$ cat src/rtl/sd_zbus_pkg.sv
// rtl/sd_zbus_pkg.sv - shared types and constants for the z-bus master
package sd_zbus_pkg;

    typedef enum logic [1:0] {
        ST_IDLE,
        ST_SETUP,
        ST_STROBE,
        ST_RESP
    } state_t;

    localparam logic REQ_RD = 1'b0;
    localparam logic REQ_WR = 1'b1;

endpackage

$ cat src/rtl/sd_zbus_master.sv
// rtl/sd_zbus_master.sv - single-outstanding request/response to z-bus strobe master with timeout
module sd_zbus_master
    import sd_zbus_pkg::*;
#(
    parameter int z_asz   = 16,
    parameter int timeout = 255
) (
    input  logic             clk,
    input  logic             reset,
    input  logic             c_srdy,
    output logic             c_drdy,
    input  logic             c_req_type,
    input  logic [z_asz-1:0] c_addr,
    input  logic [7:0]       c_data,
    output logic             p_srdy,
    input  logic             p_drdy,
    output logic [7:0]       p_data,
    output logic             p_err,
    output logic [z_asz-1:0] addr,
    output logic [7:0]       wr_data,
    output logic             cs_n,
    output logic             mreq_n,
    output logic             rd_n,
    output logic             wr_n,
    input  logic             ack,
    input  logic [7:0]       rd_data
);

    localparam int CNT_W = (timeout > 0) ? $clog2(timeout + 1) : 1;
    localparam logic [CNT_W-1:0] CNT_MAX = CNT_W'(timeout);

    state_t           state;
    logic [CNT_W-1:0] strobe_cnt;
    logic             req_type;

    always_ff @(posedge clk) begin
        if (reset) begin
            state      <= ST_IDLE;
            strobe_cnt <= '0;
            req_type   <= REQ_RD;
            c_drdy     <= 1'b0;
            p_srdy     <= 1'b0;
            p_err      <= 1'b0;
            p_data     <= 8'h00;
            addr       <= '0;
            wr_data    <= 8'h00;
            cs_n       <= 1'b1;
            mreq_n     <= 1'b1;
            rd_n       <= 1'b1;
            wr_n       <= 1'b1;
        end else begin
            case (state)
                ST_IDLE: begin
                    c_drdy <= 1'b1;
                    if (c_srdy && c_drdy) begin
                        addr     <= c_addr;
                        wr_data  <= c_data;
                        req_type <= c_req_type;
                        c_drdy   <= 1'b0;
                        cs_n     <= 1'b0;
                        mreq_n   <= 1'b0;
                        state    <= ST_SETUP;
                    end
                end
                ST_SETUP: begin
                    strobe_cnt <= '0;
                    rd_n       <= (req_type != REQ_RD);
                    wr_n       <= (req_type != REQ_WR);
                    state      <= ST_STROBE;
                end
                ST_STROBE: begin
                    // ack takes priority over an expiring counter on the same cycle
                    if (ack || (strobe_cnt == CNT_MAX)) begin
                        if (ack) begin
                            p_data <= (req_type == REQ_RD) ? rd_data : 8'h00;
                            p_err  <= 1'b0;
                        end else begin
                            p_data <= 8'hFF;
                            p_err  <= 1'b1;
                        end
                        cs_n   <= 1'b1;
                        mreq_n <= 1'b1;
                        rd_n   <= 1'b1;
                        wr_n   <= 1'b1;
                        p_srdy <= 1'b1;
                        state  <= ST_RESP;
                    end else begin
                        strobe_cnt <= strobe_cnt + 1'b1;
                    end
                end
                ST_RESP: begin
                    if (p_drdy) begin
                        p_srdy <= 1'b0;
                        c_drdy <= 1'b1;
                        state  <= ST_IDLE;
                    end
                end
                default: state <= ST_IDLE;
            endcase
        end
    end

endmodule

$ cat config.mk
export PLATFORM = sky130hd
export DESIGN_NAME = sd_zbus_master
export DESIGN_NICKNAME = d
export VERILOG_FILES = /design/src/rtl/sd_zbus_pkg.sv /design/src/rtl/sd_zbus_master.sv
export SDC_FILE = /design/constraint.sdc
export NUM_CORES = 1
export LEC_CHECK = 0
export ABC_AREA = 1
export CAP_MARGIN = 25
export CORE_MARGIN = 8
export CORE_UTILIZATION = 66
export CTS_CLUSTER_DIAMETER = 80
export CTS_CLUSTER_SIZE = 28
export DETAILED_ROUTE_END_ITERATION = 6
export DONT_BUFFER_PORTS = 1
export HOLD_SLACK_MARGIN = 0.02
export MAX_ROUTING_LAYER = met4
export PLACE_DENSITY = 0.82
export SLEW_MARGIN = 20
export SYNTH_ARGS = -nofsm -noshare
export SYNTH_HDL_FRONTEND = slang
export SYNTH_SLANG_ARGS = --single-unit
$ cat constraint.sdc
create_clock -name clk -period 3.61 [get_ports clk]
set_clock_uncertainty 0.1 [all_clocks]
set_input_delay 0.722 -clock clk [delete_from_list [all_inputs] [get_ports clk]]
set_output_delay 0.722 -clock clk [all_outputs]
set_load 0.05 [all_outputs]
==> results of run 1 <==
-- routing by layer --
layer	global-route usage, %	up-vias	part of all wire (%)
met5	-	-	0
met4	5.67	0	1.7
met3	8.40	8	9.7
met2	24.7	62	44
met1	21.0	703	44
li1	-	869	-
-- flip-flops by register name, indices dropped and copies added (netlist names) --
signal,flops
mreq_n,1
p_err,1
strobe_cnt,8
state,2
c_drdy,1
wr_n,1
addr,16
rd_n,1
req_type,1
p_data,8
wr_data,8
p_srdy,1
-- cells by family after synthesis --
group           share of synthesized area, %
fa+ha+maj                               3.00
flops                                   47.0
buf+inv                                 10.6
simple gates                            18.2
xor+xnor                               0.420
compound gates                          20.8
-- worst register-to-register path: stages (launching register included) --
cell and delay [ns]:
dfxtp_1 0.35, inv_1 0.11, ha_1 0.61, inv_1 0.13, nand2_1 0.24, nand2_2 0.14, a21oi_1 0.16, nor2_1 0.05
-- worst max-delay path by stage --
stage | endpoint | slack (ns) | startpoint | cells after the start
6_report | mreq_n | 1.43 | mreq_n | 0
5_1_grt | mreq_n | 1.38 | mreq_n | 0
3_3_place_gp | strobe_cnt[4] | 1.69 | state[0] | 7
3_5_place_dp | addr[4] | 1.67 | reset | 3
2_1_floorplan | mreq_n | 1.88 | mreq_n | 1
4_1_cts | mreq_n | 1.43 | mreq_n | 0
-- metrics by stage --
stage                     cells  hold slack, ns  worst slack (ns)
after global placement      304           0.380              1.69
after global routing        312           0.268              1.38
final                       312           0.298              1.43
after detailed placement    304           0.388              1.67
after floorplan             273           0.359              1.88
after CTS                   312           0.292              1.43
-- layout make-up --
cell class | instances | area, µm² | share of cell area, %
clock buffer | 6 | 41.3 | 1.94
clock inverter | 2 | 13.8 | 0.647
inverter | 38 | 143 | 6.71
multi-input combinational | 172 | 885 | 41.6
sequential | 49 | 981 | 46.1
tap | 44 | 55.1 | 2.59
timing repair buffer | 1 | 7.51 | 0.353
-- synth_stat cells --
cell	instances
clkinv_1	1
nand3_1	8
buf_4	1
o21ai_0	27
o211ai_2	2
nand2_4	1
nor2_2	2
nand3_4	1
nand4_1	1
inv_1	37
buf_2	4
a21oi_1	51
o21ai_1	2
dfxtp_1	49
a21boi_0	1
ha_1	5
nand2_1	39
nor3_1	8
xor2_1	1
buf_1	1
nand3b_1	2
buf_12	1
nand2_2	5
clkbuf_1	7
nor2_1	16
-- power by group through the flow --
stage                     clock network, mW  logic (mW)  registers, mW
after floorplan                           0       0.367           1.09
after global placement                    0       0.382           1.13
after detailed placement                  0       0.391           1.13
after CTS                             0.254       0.395           1.12
after global routing                  0.283       0.459           1.13
final                                 0.251       0.397           1.12
==> impl_metrics.csv, run 1 <==
group,metric,value,unit
run_status,outcome,"finished clean",
detailed_routing,wl_per_cell,13.9,µm
synthesis,yosysTopAreaCellShare,47.0,%
synthesis,synth_cells,273,
final_layout,layout_commonest_cell,"a21oi_1",
clock_tree,cts_hold_buf,0,
synthesis,ys_seq_area_share,47.0,%
floorplan,start_util,68.9,%
power,ir_worst_vdd,0.546,mV
global_routing,antenna_found_initial,0,
worst_hold_path,hold_depth,1,
synthesis,syn-cell-area,2090,µm²
power,swShare,50.5,%
power,p_comb_share,22.5,%
global_routing,grt_pass1_wl,7040,µm
synthesis,ys_seq_elements,49,
clock_tree,h-tree-depth,2,
floorplan,core_area,3030,µm²
detailed_routing,routed_via_density,5.26,
final_layout,design_area,2130,µm²
sta,final-setup-viol-count,0,
final_layout,drive_above_1_share,7.09,%
placed_design,gp_congestion,0.824,
synthesis,synth.area.top_cells,"dfxtp_1 47%, a21oi_1 12%, nand2_1 7.0%, inv_1 6.7%, o21ai_0 6.5%",
detailed_routing,wirelength,4330,µm
floorplan,dieArea,5220,µm²
critical_path,r2r-end,"strobe_cnt[4]",
worst_hold_path,hp-start,"reset",
detailed_routing,drt_iter0_drc,184,
sta,relSlewSlack,35.0,%
critical_path,crit_path_end_kind,"primary output",
critical_path,critPathLaunchType,"flip-flop",
sta,max_freq,459,MHz
clock_tree,clk_latency,0.37,ns
power,p_clk_share,14.2,%
final_layout,postLayoutCoreUtil,70.2,%
critical_path,cp.required,2.79,ns
critical_path,critical_path_class,"reg2out",
global_routing,grt_max_degree,51,
clock_tree,cts_setup_buffers,0,
worst_hold_path,hold_path_class,"in2reg",
sta,final-hold-violation-count,0,
placed_design,dp_hpwl,3120,µm
sta,period_share,60.4,%
synthesis,syn_nets,316,
sta,min_period,2.18,ns
final_layout,n_antenna_cell,0,
clock_tree,clk_pin_slew,0.14,ns
critical_path,rr_worst_depth,7,
sta,rsz0062_at_grt,"no",
critical_path,ff2ff_setup_slack,1.63,ns
placed_design,numPortBuffers,0,
critical_path,crit_fanout,3,
worst_hold_path,min_to,"strobe_cnt[3]",
sta,worst_slew_pin_slew,0.974,ns
global_routing,grtUsageTotal,17.4,%
clock_tree,cts_num_sinks,49,
power,p_int,873,µW
run,max-cap-violations,0,
synthesis,avgSynthCellArea,7.64,µm²
detailed_routing,drc_errors,0,
clock_tree,cts_resized,0,
placed_design,dpl_cell_area,2070,µm²
power,p_total,1.76,mW
critical_path,arrival,1.36,ns
global_routing,gr-total-overflow,0,
clock_tree,clk_path_buf_depth,2,
clock_tree,cts_root_buffer,"clkbuf_4",
final_layout,fillers,241,
floorplan,pin_count,77,
floorplan,die_w,72.2,µm
detailed_routing,drt-pass1-iter-count,4,
clock_tree,cts_made_buffers,5,
final_layout,mostFrequentLayoutCells,"51 x a21oi_1, 49 x dfxtp_1, 39 x nand2_1",
power,power.switching,891,µW
sta,maxSlewViolCount,0,
detailed_routing,ant_nets,0,
detailed_routing,vias,1642,
power,power_density,830,nW/µm²
final_layout,synthToLayoutAreaGrowth,1.92,%
final_layout,layout.nets,310,
sta,setup_tns,0,ns
global_routing,grt_pass1_vias,1475,
synthesis,synth.distinct_cells,25,
clock_tree,cts_tree,"built",
critical_path,r2r-start,"state[0]",
synthesis,yosysTopAreaCell,"dfxtp_1",
floorplan,die_h,72.2,µm
floorplan,fp-row-count,20,
synthesis,ys_warn_count,0,
power,power_frac_seq,63.3,%
power,p_leak,0.826,nW
Power figures use the tool's default switching activity.
==> run 2: changes to the inputs <==
--- a/config.mk
+++ b/config.mk
@@ -8,14 +8,14 @@
 export ABC_AREA = 1
 export CAP_MARGIN = 25
 export CORE_MARGIN = 8
-export CORE_UTILIZATION = 66
+export CORE_UTILIZATION = 61
 export CTS_CLUSTER_DIAMETER = 80
 export CTS_CLUSTER_SIZE = 28
 export DETAILED_ROUTE_END_ITERATION = 6
 export DONT_BUFFER_PORTS = 1
 export HOLD_SLACK_MARGIN = 0.02
 export MAX_ROUTING_LAYER = met4
-export PLACE_DENSITY = 0.82
+export PLACE_DENSITY = 0.77
 export SLEW_MARGIN = 20
 export SYNTH_ARGS = -nofsm -noshare
 export SYNTH_HDL_FRONTEND = slang
==> constraint.sdc (replaced) <==
create_clock -name clk -period 2.2 [get_ports clk]
set_clock_uncertainty 0.1 [all_clocks]
set_input_delay 0.44 -clock clk [delete_from_list [all_inputs] [get_ports clk]]
set_output_delay 0.44 -clock clk [all_outputs]
set_load 0.05 [all_outputs]
==> run 2 against run 1 <==
  * Cell area rose by 3.9%
  * Via count rose by 1.1%
  * Sequential share of layout area fell by 1.7 points
  * Critical endpoint is now strobe_cnt[5]
  * Sequential power rose by 56%
  * Global-route usage fell by 0.62 points
  * Critical path depth rose by 8
  * Routed wire length rose by 4.5%
  * Clock-buffer cell count rose by 1
  * First-iteration DRC count fell by 33%
==> impl_metrics.csv, run 2 (same netlist as run 1, synthesis figures left out) <==
group,metric,value,unit
run_status,outcome,"finished clean",
detailed_routing,wirelength,4520,µm
final_layout,regMostFlops,"addr",
placed_design,gp_congestion,0.825,
sta,final-setup-viol-count,0,
critical_path,arrival,2.01,ns
final_layout,layout.nets,316,
worst_hold_path,hp-start,"reset",
sta,min_period,1.81,ns
sta,relSlewSlack,62.4,%
sta,worst_slew_pin_slew,0.563,ns
floorplan,fp-row-count,21,
floorplan,die_h,74.5,µm
final_layout,drive_above_1_share,8.39,%
run,max-cap-violations,0,
worst_hold_path,hold_path_class,"in2reg",
floorplan,die_w,74.5,µm
global_routing,antenna_found_initial,0,
clock_tree,cts_tree,"built",
floorplan,pin_count,77,
critical_path,cpMaxStageDelayCell,"ha_1",
clock_tree,clk_path_buf_depth,2,
critical_path,r2r-end,"strobe_cnt[5]",
power,ir_worst_vdd,0.813,mV
clock_tree,cts_setup_buffers,0,
sta,final-hold-violation-count,0,
detailed_routing,vias,1660,
critical_path,cpMostUsedCell,"nand2_1",
detailed_routing,drt-pass1-iter-count,4,
critical_path,path_cells,"inv_1, ha_1, inv_1, nand2_1, nand2_2, nand2_1, nand2_1, nor2_1",
global_routing,grtUsageTotal,16.7,%
critical_path,crit_fanout,13,
clock_tree,clk_latency,0.35,ns
placed_design,dp_hpwl,3310,µm
sta,rsz0062_at_grt,"no",
global_routing,grt_max_degree,51,
critical_path,critPathLaunchType,"flip-flop",
floorplan,core_area,3310,µm²
clock_tree,cts_made_buffers,5,
critical_path,critical_path_class,"reg2reg",
global_routing,grt_pass1_wl,7000,µm
worst_hold_path,hold_depth,1,
critical_path,slowest_delay,0.47,ns
sta,max_freq,552,MHz
critical_path,crit_path_end_kind,"flip-flop",
clock_tree,h-tree-depth,2,
power,p_leak,0.866,nW
clock_tree,cts_num_sinks,49,
critical_path,cp.required,2.40,ns
placed_design,numPortBuffers,0,
power,p_total,3.07,mW
floorplan,dieArea,5550,µm²
sta,setup_tns,0,ns
detailed_routing,drc_errors,0,
final_layout,mostFrequentLayoutCells,"51 x a21oi_1, 49 x dfxtp_1, 39 x nand2_1",
detailed_routing,wl_per_cell,14.1,µm
floorplan,start_util,63.0,%
detailed_routing,drt_iter0_drc,124,
sta,maxSlewViolCount,0,
critical_path,rr_worst_depth,8,
clock_tree,clk_pin_slew,0.13,ns
sta,period_share,82.4,%
detailed_routing,ant_nets,0,
detailed_routing,routed_via_density,5.19,
final_layout,largest_register_ffs,16,
final_layout,layout_commonest_cell,"a21oi_1",
critical_path,ff2ff_setup_slack,0.39,ns
clock_tree,cts_root_buffer,"clkbuf_4",
power,power_density,1390,nW/µm²
final_layout,n_antenna_cell,0,
worst_hold_path,min_to,"p_data[2]",
global_routing,grt_pass1_vias,1529,
critical_path,r2r-start,"state[0]",
final_layout,synthToLayoutAreaGrowth,5.88,%
global_routing,gr-total-overflow,0,
==> run 2: worst max path at each step <==
stage	from	to	cells past startpoint
4_1_cts	state[0]	strobe_cnt[5]	8
2_1_floorplan	c_drdy	addr[10]	4
5_1_grt	state[0]	strobe_cnt[2]	8
3_3_place_gp	state[0]	strobe_cnt[2]	7
6_report	state[0]	strobe_cnt[5]	8
3_5_place_dp	state[0]	strobe_cnt[4]	7
==> run 2: repair_timing <==
action                    4_1_cts  5_1_grt
hold buffers                    1        1
resized for setup               0        0
hold endpoints to repair        3        7
==> run 2: layer usage <==
layer  GRT usage (%)  vias to the layer above  share of wire, %
li1                -                      882                 -
met1            19.7                      711                45
met2            24.5                       62                45
met3            7.68                        5               9.1
met4            5.87                        0               1.0
met5               -                        -                 0
==> run 2: report_power, final <==
| part | internal [mW] | leakage [nW] | switching [mW] |
|---|---|---|---|
| Combinational | 0.258 | 0.421 | 0.527 |
| Sequential | 1.08 | 0.400 | 0.668 |
| Clock | 0.272 | 0.0455 | 0.269 |
==> run 2: metrics by stage <==
| stage | instances | setup slack [ns] | instance area (µm²) | hold WS [ns] | utilization [%] |
|---|---|---|---|---|---|
| CTS | 319 | 0.412 | 2200 | 0.0207 | 66.4 |
| detailed placement | 310 | 0.445 | 2100 | 0.359 | 63.5 |
| floorplan | 273 | 0.686 | 2090 | 0.359 | - |
| global placement | 310 | 0.502 | 2100 | 0.360 | 63.5 |
| global route | 320 | 0.221 | 2210 | 0.00984 | 66.7 |
| finish | 320 | 0.387 | 2210 | 0.0421 | 66.7 |
==> run 2: area by class of cell <==
cell class                 instances  area (µm²)
tap                               46        57.6
multi-input combinational        172         885
timing repair buffer               7        57.6
fill                             308        1100
clock buffer                       7        55.1
inverter                          38         143
clock inverter                     1        30.0
sequential                        49         981
==> run 2: critical path, delay by kind of cell (launching register included) <==
family	cells	cell delay, ns
AND/OR/NAND/NOR	5	0.61
flip-flops	1	0.36
adder cells (fa/ha/maj)	1	0.47
buffers and inverters	2	0.22
